File: src/rtl/argmax_classifier.sv
`default_nettype none
// ============================================================================
// Module   : argmax_classifier
// Purpose  : Sequences NUM_ROWS multiplier row scores and reports the
//            highest-scoring row (lowest index wins ties).
//            Optional macro ARGMAX_TIMEOUT_EN adds a WAIT-state watchdog.
// Revision : 1.0 - initial release
// ============================================================================
module argmax_classifier #(
  parameter int NUM_ROWS       = 10,
  parameter int TIMEOUT_CYCLES = 2048
) (
  input  logic        clk,
  input  logic        n_rst,
  input  logic        start,
  input  logic        done_row,
  input  logic [15:0] row_result,
  output logic        begin_mult,
  output logic [3:0]  row_select,
  output logic        busy,
  output logic        result_valid,
  output logic [3:0]  digit,
  output logic [15:0] max_score,
  output logic        timeout_err
);

  localparam logic [1:0] c_IDLE  = 2'd0;
  localparam logic [1:0] c_ISSUE = 2'd1;
  localparam logic [1:0] c_WAIT  = 2'd2;
  localparam logic [1:0] c_DONE  = 2'd3;

  localparam logic [3:0] c_LAST_ROW = 4'(NUM_ROWS - 1);

  if (NUM_ROWS < 2 || NUM_ROWS > 16 || TIMEOUT_CYCLES < 1) begin : g_param_check
    $error("argmax_classifier: NUM_ROWS must be 2..16 and TIMEOUT_CYCLES >= 1");
  end

  logic [1:0]         r_state;
  logic [3:0]         r_row;
  logic [3:0]         r_digit;
  logic signed [15:0] r_max;
  logic               w_take;

  // Row 0 always seeds the running maximum; later rows need a strict win.
  assign w_take = (r_row == 4'd0) || ($signed(row_result) > r_max);

`ifdef ARGMAX_TIMEOUT_EN
  localparam int c_TW = $clog2(TIMEOUT_CYCLES + 1);
  localparam logic [c_TW-1:0] c_TIMER_LAST = c_TW'(TIMEOUT_CYCLES - 1);

  logic [c_TW-1:0] r_timer;
  logic            r_timeout;

  always_ff @(posedge clk or negedge n_rst) begin
    if (!n_rst) begin
      r_state   <= c_IDLE;
      r_row     <= 4'd0;
      r_digit   <= 4'd0;
      r_max     <= 16'sd0;
      r_timer   <= '0;
      r_timeout <= 1'b0;
    end else begin
      case (r_state)
        c_IDLE: begin
          if (start) begin
            r_state   <= c_ISSUE;
            r_row     <= 4'd0;
            r_timeout <= 1'b0;
          end
        end
        c_ISSUE: begin
          r_state <= c_WAIT;
          r_timer <= '0;
        end
        c_WAIT: begin
          if (done_row) begin
            if (w_take) begin
              r_max   <= $signed(row_result);
              r_digit <= r_row;
            end
            if (r_row == c_LAST_ROW) begin
              r_state <= c_DONE;
            end else begin
              r_row   <= r_row + 4'd1;
              r_state <= c_ISSUE;
            end
          end else if (r_timer == c_TIMER_LAST) begin
            r_timeout <= 1'b1;
            r_state   <= c_IDLE;
          end else begin
            r_timer <= r_timer + 1'b1;
          end
        end
        c_DONE: begin
          r_state <= c_IDLE;
        end
        default: begin
          r_state <= c_IDLE;
        end
      endcase
    end
  end

  assign timeout_err = r_timeout;
`else
  always_ff @(posedge clk or negedge n_rst) begin
    if (!n_rst) begin
      r_state <= c_IDLE;
      r_row   <= 4'd0;
      r_digit <= 4'd0;
      r_max   <= 16'sd0;
    end else begin
      case (r_state)
        c_IDLE: begin
          if (start) begin
            r_state <= c_ISSUE;
            r_row   <= 4'd0;
          end
        end
        c_ISSUE: begin
          r_state <= c_WAIT;
        end
        c_WAIT: begin
          if (done_row) begin
            if (w_take) begin
              r_max   <= $signed(row_result);
              r_digit <= r_row;
            end
            if (r_row == c_LAST_ROW) begin
              r_state <= c_DONE;
            end else begin
              r_row   <= r_row + 4'd1;
              r_state <= c_ISSUE;
            end
          end
        end
        c_DONE: begin
          r_state <= c_IDLE;
        end
        default: begin
          r_state <= c_IDLE;
        end
      endcase
    end
  end

  assign timeout_err = 1'b0;
`endif

  // Outputs decode the registered state, so reset clears them immediately.
  assign begin_mult   = (r_state == c_ISSUE);
  assign busy         = (r_state != c_IDLE);
  assign result_valid = (r_state == c_DONE);
  assign row_select   = r_row;
  assign digit        = r_digit;
  assign max_score    = r_max;

endmodule
`default_nettype wire

File: config.mk
export PLATFORM = sky130hd
export DESIGN_NAME = argmax_classifier
export DESIGN_NICKNAME = d
export VERILOG_FILES = /design/src/rtl/argmax_classifier.sv
export SDC_FILE = /design/constraint.sdc
export NUM_CORES = 1
export LEC_CHECK = 0
export BUFFER_PORTS_ARGS = -buffer_cell sky130_fd_sc_hd__buf_2
export CAP_MARGIN = 20
export CORE_MARGIN = 3
export CORE_UTILIZATION = 35
export DETAILED_ROUTE_END_ITERATION = 10
export GPL_ROUTABILITY_DRIVEN = 0
export GPL_TIMING_DRIVEN = 0
export SETUP_SLACK_MARGIN = 0.5
export SLEW_MARGIN = 20
export SYNTH_ARGS = -nofsm -noshare
export SYNTH_HDL_FRONTEND = slang
export SYNTH_SLANG_ARGS = --single-unit
File: constraint.sdc
create_clock -name clk -period 2.2 [get_ports clk]
set_input_delay 0.55 -clock clk [delete_from_list [all_inputs] [get_ports clk]]
set_output_delay 0.55 -clock clk [all_outputs]
set_load 0.005 [all_outputs]
==> reports/results.ini <==
[run_status]
outcome = finished with violations
violations = negative setup slack

[critical_path]
endpoint_kind = register
crit_chain = inv_2, ha_4, nand4_1, nor2_2, or4_1, a31oi_1, or2_1, buf_6, mux2_4
crit_path_start = max_score[14]
reg2regPathDepth = 9
cpPeakStageDelay_ns = 0.48
crit_type = reg2reg
cp_slowest_cell = or4_1
crit_fanout = 6
crit_end = digit[0]
r2r_end = digit[0]
rrSetupSlack_ns = -0.02
r2r_start = max_score[14]
critPathLaunchType = register
critPathRequiredTime_ns = 2.36
worstPathArrival_ns = 2.38

[cells_and_area]
n_fill_cell = 383
final_util_pct = 52.08
antenna_cells = 0
fin_area_um2 = 2143
synthToLayoutAreaGrowth_pct = 39.61
layout.nets = 267
multiInputGateArea_um2 = 894.6
drive_gt1_share_pct = 44.49
regArea_um2 = 650.6

[power_and_ir_drop]
clockPowerShare_pct = 12.0
intPower_w = 0.001598
p_sw_w = 0.001003
vdd_drop_max_mv = 0.5020
p_leak_nw = 1.101
pwr-share-seq_pct = 30.7
total_power_w = 0.002601
p_per_area_nw_per_um2 = 1214
p_comb_share_pct = 57.4
switching_share_pct = 38.57

[sta]
clock_skew_ns = 0.004403
fin_crit_ns = 2.217
layout_setup_ws_ns = -0.01731
fin_tns_setup_ns = -0.05007
slew_headroom_pct = 61.00
max_slew.worst_pin.slew_ns = 0.5851
drv_slew = 0
period_share_pct = 100.8
rsz0062_at_grt = true
fmax_mhz = 451.0
finalSetupViolations = 3
hold_viol_final = 0

[synth]
syn_nets = 202
ys_warn_count = 0
synthFlopType = dfrtp_1
netlist_top_cells_area = dfrtp_1, ha_1, o21ai_0
synth_top_cell_area_share_pct = 42.38
netlist_instances = 163
post-synth-top-count-cell = o21ai_0
synth-async-reset-ratio_pct = 100.0
synth_seq_cells = 26
synth_area_um2 = 1535
synth_edf_count = 0
ys_types = 32
yosys.area.top_type = dfrtp_1
synth-seq-area-share_pct = 42.38
avgSynthCellArea_um2 = 9.419
synthTopCellsByCount = o21ai_0, dfrtp_1, inv_1

[clock_tree]
cts.htree.levels = 1
clock_latency_ns = 0.27
path_clk_slew_ns = 0.09
cts-root-buf = clkbuf_8
cts_hold_buf = 0
numCtsBuffers = 3
cts_buffer_depth = 2
clock_sinks = 26
tritoncts = yes

[drt]
drt_iter0_markers = 47
wire_per_inst_um = 12.65
num_vias = 1364
viasPerCell = 4.924
final_antenna_net_count = 0
drt_first_pass_iters = 4
drt-total-wl_mm = 3.503
drc = 0

[floorplanning]
coreArea_um2 = 4115
die_area_um2 = 5217
ios = 48
die_h_um = 72.23
die_w_um = 72.23
initial_utilization_pct = 37.31
num_rows = 23

[grt]
grt_pass1_vias = 1335
grt_first_pass_wirelength_mm = 5.906
track_usage_pct = 13.82
grt_overflow = 0
grt_max_degree = 27
antenna_found_initial = 0

[placement]
portBuffers = 46
place_area_um2 = 1901
hpwl_mm = 2.544

[job]
maxCapViolCount = 0

[hold_path]
hold_path.class = in2async

area by class of cell:
type	count	share of cell area, %
Buffer	6	2.452
Clock buffer	4	2.569
Inverter	21	3.678
Multi-Input combinational cell	110	41.74
Sequential cell	26	30.36
Tap cell	50	2.919
Timing Repair Buffer	60	16.29
critical path: cells and delay by family (launching register included):
| family | cells | cell delay (ns) |
|---|---|---|
| adders and majority gates | 1 | 0.20 |
| buffers and inverters | 2 | 0.21 |
| and+or+nand+nor | 4 | 0.83 |
| muxes | 1 | 0.29 |
| AOI/OAI and AO/OA | 1 | 0.17 |
| DFF | 1 | 0.39 |
kinds of logic after synthesis:
kind of cell	count (synthesis)	synth area share (%)
xor gates and xnor gates	2	1.141
DFF	26	42.38
muxes	3	2.934
adders and majority gates	19	15.49
AOI/OAI and AO/OA	52	19.15
other	1	0.2443
buffers and inverters	27	8.149
and+or+nand+nor	33	10.51
metrics by stage:
stage,worst slack (ns),hold slack [ns],cells
finish,-0.01731,0.2663,277
CTS,-0.05388,0.2871,272
global placement,-0.2936,0.4972,259
floorplan,-0.05389,0.2544,163
detailed placement,-0.3170,0.4914,259
global route,-0.1422,0.3167,277
placed cells by master (no fill, tap or decap), drive strengths merged, types with 2 or more instances in the layout:
cell type | netlist | layout
o21ai | 37 | 37
nand2b | 2 | 2
buf | 4 | 64
xor2 | 2 | 2
ha | 19 | 19
dfrtp | 26 | 26
nor3 | 2 | 2
a21o | 3 | 3
nand3 | 2 | 2
nand2 | 11 | 11
clkbuf | 2 | 6
or2 | 2 | 2
nand4 | 4 | 4
a21oi | 6 | 6
mux2 | 3 | 3
nor2 | 6 | 6
inv | 21 | 21
power by group through the flow:
stage                     Sequential [W]  Combinational, W  Clock [W]
after global routing            0.000820           0.00167   0.000338
after CTS                       0.000801           0.00132   0.000321
after floorplan                 0.000813          0.000768          0
after global placement          0.000806           0.00117          0
after detailed placement        0.000804           0.00119          0
final                           0.000798           0.00149   0.000311
worst min path at each step:
stage                     to     start  cells after the start
6_report       max_score[13]     n_rst                      1
5_1_grt        max_score[13]     n_rst                      1
4_1_cts        max_score[13]     n_rst                      1
3_5_place_dp        digit[1]  digit[1]                      1
3_3_place_gp        digit[0]  digit[0]                      1
2_1_floorplan       digit[0]     n_rst                      0
repair_timing:
| item | CTS | global route |
|---|---|---|
| buffers inserted | 8 | 5 |
| setup endpoints to repair | 22 | 22 |
| resized for setup | 18 | 24 |
| pin swaps | 6 | 4 |
| cloned | 1 | 0 |
routing by layer:
layer | wire [um] | global-route usage [%]
met1 | 1681 | 18.92
met2 | 1562 | 22.55
met3 | 227 | 3.186
met4 | 31 | 2.505
met5 | 0 | 0
registers in the layout, indices dropped and copies added, names as in the netlist:
name and cells:
max_score 16, digit 4, row_select 4, r_state 2
Power figures use the tool's default switching activity.
